[src/rtl/mul_share_ctl.sv]
// mul_share_ctl
// Shares one shift-and-add multiplier among N_REQ requesters. Each
// requester presents an operand pair over a valid/ready handshake. The
// controller picks one requester at a time in round-robin order, starts the
// multiplier, and returns the 2*WIDTH-bit product tagged with the requester
// index. In constant-time mode the response is held back so that it always
// appears CT_LAT cycles after issue, whatever the operands.
//
// Ports
//   in_clk, in_rst    clock (rising edge) and synchronous active-high reset
//   ct_mode           constant-time enable, sampled at grant
//   req_valid         per-requester request
//   req_a, req_b      packed operands, slice i belongs to requester i
//   req_ready         one-hot grant (combinational, IDLE only)
//   resp_valid        one-cycle response pulse
//   resp_id, resp_o   owner index and product, held after the pulse
//   err               sticky multiplier-timeout flag
//   ctl_busy          high whenever the controller is not idle
//   mul_in_valid      start pulse to the multiplier
//   mul_a, mul_b      multiplier operands
//   mul_o             multiplier result
//   mul_out_valid     multiplier finish flag
module mul_share_ctl #(
    parameter int N_REQ        = 4,
    parameter int WIDTH        = 32,
    parameter int CT_LAT       = WIDTH + 3,
    parameter int FLUSH_CYCLES = WIDTH + 3
) (
    input  logic                         in_clk,
    input  logic                         in_rst,
    input  logic                         ct_mode,
    input  logic [N_REQ-1:0]             req_valid,
    input  logic [N_REQ*WIDTH-1:0]       req_a,
    input  logic [N_REQ*WIDTH-1:0]       req_b,
    output logic [N_REQ-1:0]             req_ready,
    output logic                         resp_valid,
    output logic [$clog2(N_REQ)-1:0]     resp_id,
    output logic [2*WIDTH-1:0]           resp_o,
    output logic                         err,
    output logic                         ctl_busy,
    output logic                         mul_in_valid,
    output logic [WIDTH-1:0]             mul_a,
    output logic [WIDTH-1:0]             mul_b,
    input  logic [2*WIDTH-1:0]           mul_o,
    input  logic                         mul_out_valid
);
    localparam int ID_W    = $clog2(N_REQ);
    localparam int TMO     = WIDTH + 3;
    localparam int MAX_A   = (TMO > CT_LAT) ? TMO : CT_LAT;
    localparam int CNT_MAX = (MAX_A > FLUSH_CYCLES) ? MAX_A : FLUSH_CYCLES;
    localparam int CNT_W   = $clog2(CNT_MAX + 2);

    typedef enum logic [2:0] {
        S_FLUSH,
        S_IDLE,
        S_ISSUE,
        S_WAIT,
        S_HOLD,
        S_RESP
    } state_t;

    state_t             state_q, state_d;
    logic [CNT_W-1:0]   cnt_q, cnt_d;
    logic [ID_W-1:0]    ptr_q, ptr_d;
    logic [WIDTH-1:0]   a_q, a_d;
    logic [WIDTH-1:0]   b_q, b_d;
    logic [ID_W-1:0]    id_q, id_d;
    logic               ct_q, ct_d;
    logic [2*WIDTH-1:0] resp_o_q, resp_o_d;
    logic [ID_W-1:0]    resp_id_q, resp_id_d;
    logic               err_q, err_d;

    logic [WIDTH-1:0]   a_arr [N_REQ];
    logic [WIDTH-1:0]   b_arr [N_REQ];

    genvar gi;
    generate
        for (gi = 0; gi < N_REQ; gi++) begin : g_unpack
            assign a_arr[gi] = req_a[gi*WIDTH +: WIDTH];
            assign b_arr[gi] = req_b[gi*WIDTH +: WIDTH];
        end
    endgenerate

    // Round-robin search starting one past the last winner.
    logic            grant_found;
    logic [ID_W-1:0] grant_idx;
    int              cand;

    always_comb begin
        grant_found = 1'b0;
        grant_idx   = '0;
        cand        = 0;
        for (int k = 1; k <= N_REQ; k++) begin
            cand = (int'(ptr_q) + k) % N_REQ;
            if (!grant_found && req_valid[ID_W'(cand)]) begin
                grant_found = 1'b1;
                grant_idx   = ID_W'(cand);
            end
        end
    end

    // A lingering finish flag from the previous operation blocks arbitration,
    // so a new start is never offered to a multiplier that is not yet idle.
    logic arb_en;
    assign arb_en = (state_q == S_IDLE) && !mul_out_valid && grant_found;

    always_comb begin
        req_ready = '0;
        if (arb_en) begin
            req_ready[grant_idx] = 1'b1;
        end
    end

    always_comb begin
        state_d   = state_q;
        cnt_d     = cnt_q;
        ptr_d     = ptr_q;
        a_d       = a_q;
        b_d       = b_q;
        id_d      = id_q;
        ct_d      = ct_q;
        resp_o_d  = resp_o_q;
        resp_id_d = resp_id_q;
        err_d     = err_q;
        case (state_q)
            S_FLUSH: begin
                if (cnt_q == CNT_W'(FLUSH_CYCLES - 1)) begin
                    cnt_d   = '0;
                    state_d = S_IDLE;
                end else begin
                    cnt_d = cnt_q + CNT_W'(1);
                end
            end
            S_IDLE: begin
                if (arb_en) begin
                    a_d     = a_arr[grant_idx];
                    b_d     = b_arr[grant_idx];
                    id_d    = grant_idx;
                    ct_d    = ct_mode;
                    ptr_d   = grant_idx;
                    cnt_d   = '0;
                    state_d = S_ISSUE;
                end
            end
            S_ISSUE: begin
                // Counter equals the number of cycles elapsed since issue.
                cnt_d   = CNT_W'(1);
                state_d = S_WAIT;
            end
            S_WAIT: begin
                cnt_d = cnt_q + CNT_W'(1);
                if (mul_out_valid) begin
                    resp_o_d  = mul_o;
                    resp_id_d = id_q;
                    // At the slowest latency the hold point is already
                    // reached, so go straight to RESP to keep the fixed latency.
                    if (ct_q && (cnt_q < CNT_W'(CT_LAT - 1))) begin
                        state_d = S_HOLD;
                    end else begin
                        state_d = S_RESP;
                    end
                end else if (cnt_q >= CNT_W'(TMO)) begin
                    err_d     = 1'b1;
                    resp_o_d  = '0;
                    resp_id_d = id_q;
                    state_d   = S_RESP;
                end
            end
            S_HOLD: begin
                cnt_d = cnt_q + CNT_W'(1);
                if (cnt_q >= CNT_W'(CT_LAT - 1)) begin
                    state_d = S_RESP;
                end
            end
            S_RESP: begin
                state_d = S_IDLE;
            end
            default: begin
                state_d = S_FLUSH;
            end
        endcase
    end

    always_ff @(posedge in_clk) begin
        if (in_rst) begin
            state_q   <= S_FLUSH;
            cnt_q     <= '0;
            ptr_q     <= ID_W'(N_REQ - 1);
            a_q       <= '0;
            b_q       <= '0;
            id_q      <= '0;
            ct_q      <= 1'b0;
            resp_o_q  <= '0;
            resp_id_q <= '0;
            err_q     <= 1'b0;
        end else begin
            state_q   <= state_d;
            cnt_q     <= cnt_d;
            ptr_q     <= ptr_d;
            a_q       <= a_d;
            b_q       <= b_d;
            id_q      <= id_d;
            ct_q      <= ct_d;
            resp_o_q  <= resp_o_d;
            resp_id_q <= resp_id_d;
            err_q     <= err_d;
        end
    end

    assign resp_valid   = (state_q == S_RESP);
    assign resp_id      = resp_id_q;
    assign resp_o       = resp_o_q;
    assign err          = err_q;
    assign ctl_busy     = (state_q != S_IDLE);
    assign mul_in_valid = (state_q == S_ISSUE);
    assign mul_a        = a_q;
    assign mul_b        = b_q;
endmodule
[config.mk]
export PLATFORM = sky130hd
export DESIGN_NAME = mul_share_ctl
export DESIGN_NICKNAME = d
export VERILOG_FILES = /design/src/rtl/mul_share_ctl.sv
export SDC_FILE = /design/constraint.sdc
export NUM_CORES = 1
export LEC_CHECK = 0
export BUFFER_PORTS_ARGS = -buffer_cell sky130_fd_sc_hd__buf_2
export CORE_AREA = 2 2 181 183
export CTS_BUF_LIST = sky130_fd_sc_hd__clkbuf_8
export DETAILED_ROUTE_END_ITERATION = 6
export DIE_AREA = 0 0 183 185
export MAX_ROUTING_LAYER = met4
export PLACE_DENSITY_LB_ADDON = 0.1
export SKIP_LAST_GASP = 1
export SLEW_MARGIN = 25
export SYNTH_ARGS = -nofsm -noshare
export SYNTH_HDL_FRONTEND = slang
export SYNTH_SLANG_ARGS = --single-unit
[constraint.sdc]
create_clock -name in_clk -period 5.35 [get_ports in_clk]
set_clock_uncertainty 0.2 [all_clocks]
set_input_delay 1.3375 -clock in_clk [delete_from_list [all_inputs] [get_ports in_clk]]
set_output_delay 1.3375 -clock in_clk [all_outputs]
set_load 0.03 [all_outputs]
# == Yosys cells after proc, flatten, opt, wreduce, memory -nomap -nowiden ==
# Index checks and enable logic that the tools add are counted.
# word_totals
register_bits,145
latchBits,0
mem_bits_rw,0
rom_bits,0
in_bits,328
out_inout_bits,138
wordCells,101
mem_count,0
# op_classes
add_sub_neg,5
n_mul,0
div_mod_pow,0
n_lt_le_gt_ge,10
n_eq_ne,11
shifts,0
muxes,43
bitwise,2
n_reduce_logical,20
# op_table
cell,n
$bmux W32 S2,2
$mux W32,4
$mux W64,2
$pmux W6 S4,1
$pmux W3 S6,1
$lt A2 B4 Y1 const B,4
$mux W3,5
$mux W1,14
$ge A6 B6 Y1 const B,2
$mux W2,6
$mux W6,2
$bmux W1 S2,4
$logic_and A1 B1 Y1,7
$add A6 B1 Y6 const B,1
$eq A3 B2 Y1 const B,2
$eq A3 B3 Y1 const B,2
$eq A6 B6 Y1 const B,1
$lt A6 B6 Y1 const B,1
$ne A2 B2 Y1 const B,3
$reduce_and A2 Y1,3
$add A2 B1 Y2 const B,2
$add A2 B2 Y2 const B,2
$logic_not A1 Y1,4
$mux W4,1
15 further kinds,15

# == Depth between registers and ports, before layout ==
# depth
depth_word,19
depth_mapped,9
depth_no_buf,6

# == Least setup slack after synthesis ==
# OpenSTA, ideal clock, no wires.
# synth_timing
path_kind,in2out
startpoint,input port req_valid[3]
endpoint,output port req_ready[1]
arrival_ps,2988
t_required_ps,3813
setup_slack_ps,824
path_stages,7
path_buffers,4
cell_sequence,or2_2 o221a_1 buf_6 buf_6 buf_6 buf_2 nor3_1
# synth_between
elab_chain_len,18
word_cells_on_any_way,33
classes_between,2 x order compare; 23 x mux; 8 x reduce/logical
# synth_rtl
element,line_no,text
start: declaration,32,"input logic [N_REQ-1:0] req_valid,"
$bmux W1 S2,95,if (!grant_found && req_valid[ID_W'(cand)]) begin
$mux W1 (not written as such) (2 in series),95,
$mux W1,95,
$logic_not A1 Y1,95,
$logic_and A1 B1 Y1,95,
$mux W1,95,
$logic_not A1 Y1,95,
$logic_and A1 B1 Y1,95,
$mux W1,95,
$logic_not A1 Y1,95,
$logic_and A1 B1 Y1,95,
$mux W2,95,
$lt A2 B3 Y1 (not written as such) / $ge A2 B1 Y1 (equally long branches),110,req_ready[grant_idx] = 1'b1;
$logic_and A1 B1 Y1 (not written as such),110,
$mux W1 (not written as such),110,
$demux W1 S2,110,
$mux W4 *,109,if (arb_en) begin
end: declaration,35,"output logic [N_REQ-1:0] req_ready,"
# Mark *: on every way between the ends. The rest lies on a longest branch, timed or not. The select of a mux whose other input is x is not followed.

# == Final worst setup path ==
# layout_timing
startpoint,input port req_valid[1]
endpoint,output port req_ready[0]
# Same word-level chain as after synthesis.

==> impl_metrics.json <==
{
  "outcome": "finished, final reports clean",
  "yosys.area_share.xor_xnor": 0.00472,
  "synth.top_cells.by_area": "sky130_fd_sc_hd__dfxtp_1 (39%), sky130_fd_sc_hd__a22oi_1 (13%), sky130_fd_sc_hd__a211oi_2 (11%)",
  "core_area_sq_um": 32000,
  "maximum_number_of_pins_on_one_net_before_global_route_repair": 93,
  "cell_with_the_largest_stage_delay_on_the_worst_path": "sky130_fd_sc_hd__nor4_4",
  "syn_to_layout_area_delta_pct": 40.8,
  "maxCapViolations": 0,
  "floorplan.die_area_sq_um": 33900,
  "drt_first_iter_violations": 291,
  "cpLargestDelayFamily": "simple AND/OR/NAND/NOR gates",
  "cts_inserted_buffers": 17,
  "static-leakage-power_nw": 4.61,
  "drv_slew": 0,
  "cpMostUsedCell": "sky130_fd_sc_hd__buf_2",
  "grt_use_total": 0.187,
  "place_hpwl_mm": 23.5,
  "yosysWarnings": 0,
  "die_height_um": 185,
  "first_global_vias": 7722,
  "place_ws_ns": 1.02,
  "cellPowerDensity_nw_per_um2": 234,
  "layout.area.seq_sq_um": 2900,
  "postCtsHoldBufs": 0,
  "fin_tns_setup_ns": 0,
  "synth-main-ff-cell": "sky130_fd_sc_hd__dfxtp_1",
  "finalSetupViolCount": 0,
  "synth.lib_cells_used.distinct": 51,
  "max-vdd-ir-drop_mv": 0.144,
  "initial_utilization": 0.232,
  "edff_count_synth": 0,
  "avgSynthCellArea_sq_um": 9.49,
  "period_share": 0.805,
  "gpl.final_weighted_congestion": 0.783,
  "fin_worst_hold_slack_ns": 0.276,
  "synth_cells": 782,
  "cts.path.max_buffers": 2,
  "post_drt_wl_per_cell_um": 19.8,
  "clkSlewWorstSetupHoldPaths_ns": 0.08,
  "postRouteWirelength_mm": 32.4,
  "global_route_wire_length_before_repair_mm": 46.7,
  "worst-endpoint-arrival_ns": 2.77,
  "vias": 7801,
  "post_cts.repair.setup_buffers": 0,
  "startpoint_type": "primary input",
  "synthMuxAreaShare": 0.0998,
  "die_w_um": 183,
  "tightest_slew_ns": 0.897,
  "synth-seq-cells": 145,
  "syn-cell-area_sq_um": 7420,
  "synth_largest_type_area_fraction": 0.391,
  "ctsRootBufferMaster": "sky130_fd_sc_hd__clkbuf_8",
  "period_minus_slack_ns": 4.30,
  "cts_repair_resize_count": 0,
  "ioPinCount": 466,
  "synth_sequential_area_ratio": 0.391,
  "number_of_fillers_in_the_final_layout": 3439,
  "routed_via_density": 4.77,
  "simple_logic_cell_fraction_of_the_synthesized_area": 0.112,
  "synth.top_cells.by_count": "sky130_fd_sc_hd__dfxtp_1 (145), sky130_fd_sc_hd__nor2_1 (145), sky130_fd_sc_hd__a22oi_1 (127)",
  "critical_path.max_fanout": 30,
  "grt-ovfl-total": 0,
  "syn-num-nets": 1112,
  "crit_chain": "buf_2 > nor4_4 > nor2_1 > nand2b_4 > nor3_1 > buf_2",
  "clock_tree.htree_level_count": 4,
  "critical_path_buf_inv_count": 2,
  "timing_worst_setup_path_type": "primary input to primary output",
  "synth_compound_gate_area_share": 0.323,
  "max_freq_mhz": 232,
  "remaining_drc_errors": 0,
  "std_cell_rows": 66,
  "initial_antenna_violation_count": 14,
  "synth-adder-area-share": 0.00337,
  "worst_skew_pair.late_latency_ns": 0.45,
  "critPathCaptureType": "primary output",
  "multi_input_area_sq_um": 4070,
  "hold_path.class": "register to register",
  "detail_route.first_pass.iterations": 4,
  "timing_hold_violations_final": 0,
  "worst_path_largest_cell_delay_ns": 0.45,
  "finalWorstSetupSlack_ns": 1.05,
  "main_combinational_cell_family_by_area_after_synthesis": "compound AO/OA/AOI/OAI gates",
  "timing.max_slew.rel_slack": 0.393,
  "tritoncts": "yes",
  "clkSinkCount": 145,
  "grt_setup_unrepaired": "false",
  "antenna_left": 0,
  "numPortBuffers": 465,
  "nNetsFinal": 1529,
  "synth.largest_area_cell": "sky130_fd_sc_hd__dfxtp_1",
  "ys_async_sr_fraction": 0,
  "drive_above_1_share": 0.542,
  "timing.critical_path.required_ns": 3.81
}
-- stage by stage --
| step | instance area, sq um | total power [W] | util | std cells |
|---|---|---|---|---|
| floorplan | 7420 | 0.00129 | - | 782 |
| global placement | 9960 | 0.00146 | 0.311 | 1587 |
| detailed placement | 9980 | 0.00147 | 0.311 | 1588 |
| CTS | 10400 | 0.00250 | 0.325 | 1620 |
| global route | 10400 | 0.00257 | 0.326 | 1633 |
| finish | 10500 | 0.00245 | 0.326 | 1635 |
-- worst register-to-register path: cells and delay by family (launching register included) --
kind / cells / cell delay (ns)
AND/OR/NAND/NOR: 1 / 0.19
multiplexers: 1 / 0.44
buffers and inverters: 2 / 1.08
flip-flops: 1 / 0.41
AO/OA/AOI/OAI: 3 / 0.53
-- kinds of logic after synthesis --
kind of cell | Yosys count
AND/OR/NAND/NOR | 194
AO/OA/AOI/OAI | 285
adder cells (fa/ha/maj) | 2
flip-flops | 145
XOR/XNOR | 4
buffers and inverters | 86
multiplexers | 66
-- metal layers --
metal / routed length [um] / vias up / global-route usage
li1: - / 3801 / -
met1: 13400 / 3657 / 0.214
met2: 15800 / 315 / 0.315
met3: 2570 / 28 / 0.0600
met4: 587 / 0 / 0.0515
met5: 0 / - / -
-- cells in the final DEF (no fill, tap or decap), types with 3 or more instances in the layout --
master,instances
sky130_fd_sc_hd__diode_2,15
sky130_fd_sc_hd__clkinvlp_4,3
sky130_fd_sc_hd__inv_1,3
sky130_fd_sc_hd__mux2_2,64
sky130_fd_sc_hd__a21oi_1,8
sky130_fd_sc_hd__buf_4,14
sky130_fd_sc_hd__nand4_1,3
sky130_fd_sc_hd__nor3_1,6
sky130_fd_sc_hd__nand2b_1,6
sky130_fd_sc_hd__nand2_1,15
sky130_fd_sc_hd__dfxtp_1,145
sky130_fd_sc_hd__bufinv_16,4
sky130_fd_sc_hd__clkbuf_8,17
sky130_fd_sc_hd__xor2_1,4
sky130_fd_sc_hd__inv_6,5
sky130_fd_sc_hd__a211oi_2,63
sky130_fd_sc_hd__a22oi_1,127
sky130_fd_sc_hd__nor2_1,145
sky130_fd_sc_hd__buf_2,464
sky130_fd_sc_hd__a31oi_1,64
-- area by class of cell --
class | instances | area share
clock inverters | 15 | 0.0195
flip-flops and latches | 145 | 0.278
repair buffers | 481 | 0.237
multi-input cells | 551 | 0.390
clock buffers | 17 | 0.0224
well taps | 408 | 0.0488
diodes | 15 | 0.00359
inverters | 3 | 0.00108
-- path summary, 6_finish.rpt --
kind                   to  cells past startpoint  slack [ns]    startpoint
max          req_ready[0]                      6        1.05  req_valid[1]
max reg2reg     mul_b[28]                      7        2.38      ptr_q[0]
min                   err                      2        0.28           err
min reg2reg           err                      2        0.28           err
-- registers in the layout, summed over array words and instances (netlist names), 2 cells and up --
| name | cells |
|---|---|
| mul_b | 32 |
| mul_a | 32 |
| id_q | 2 |
| cnt_q | 6 |
| state_q | 3 |
| ptr_q | 2 |
| resp_o | 64 |
| resp_id | 2 |
-- report_power, final --
group / leakage (nW) / switching (W) / total, W / internal (W)
combinational: 3.22 / 0.000184 / 0.000352 / 0.000168
sequential: 1.17 / 0.00000312 / 0.00108 / 0.00108
clock: 0.215 / 0.000501 / 0.00102 / 0.000515
Power figures use the tool's default switching activity.
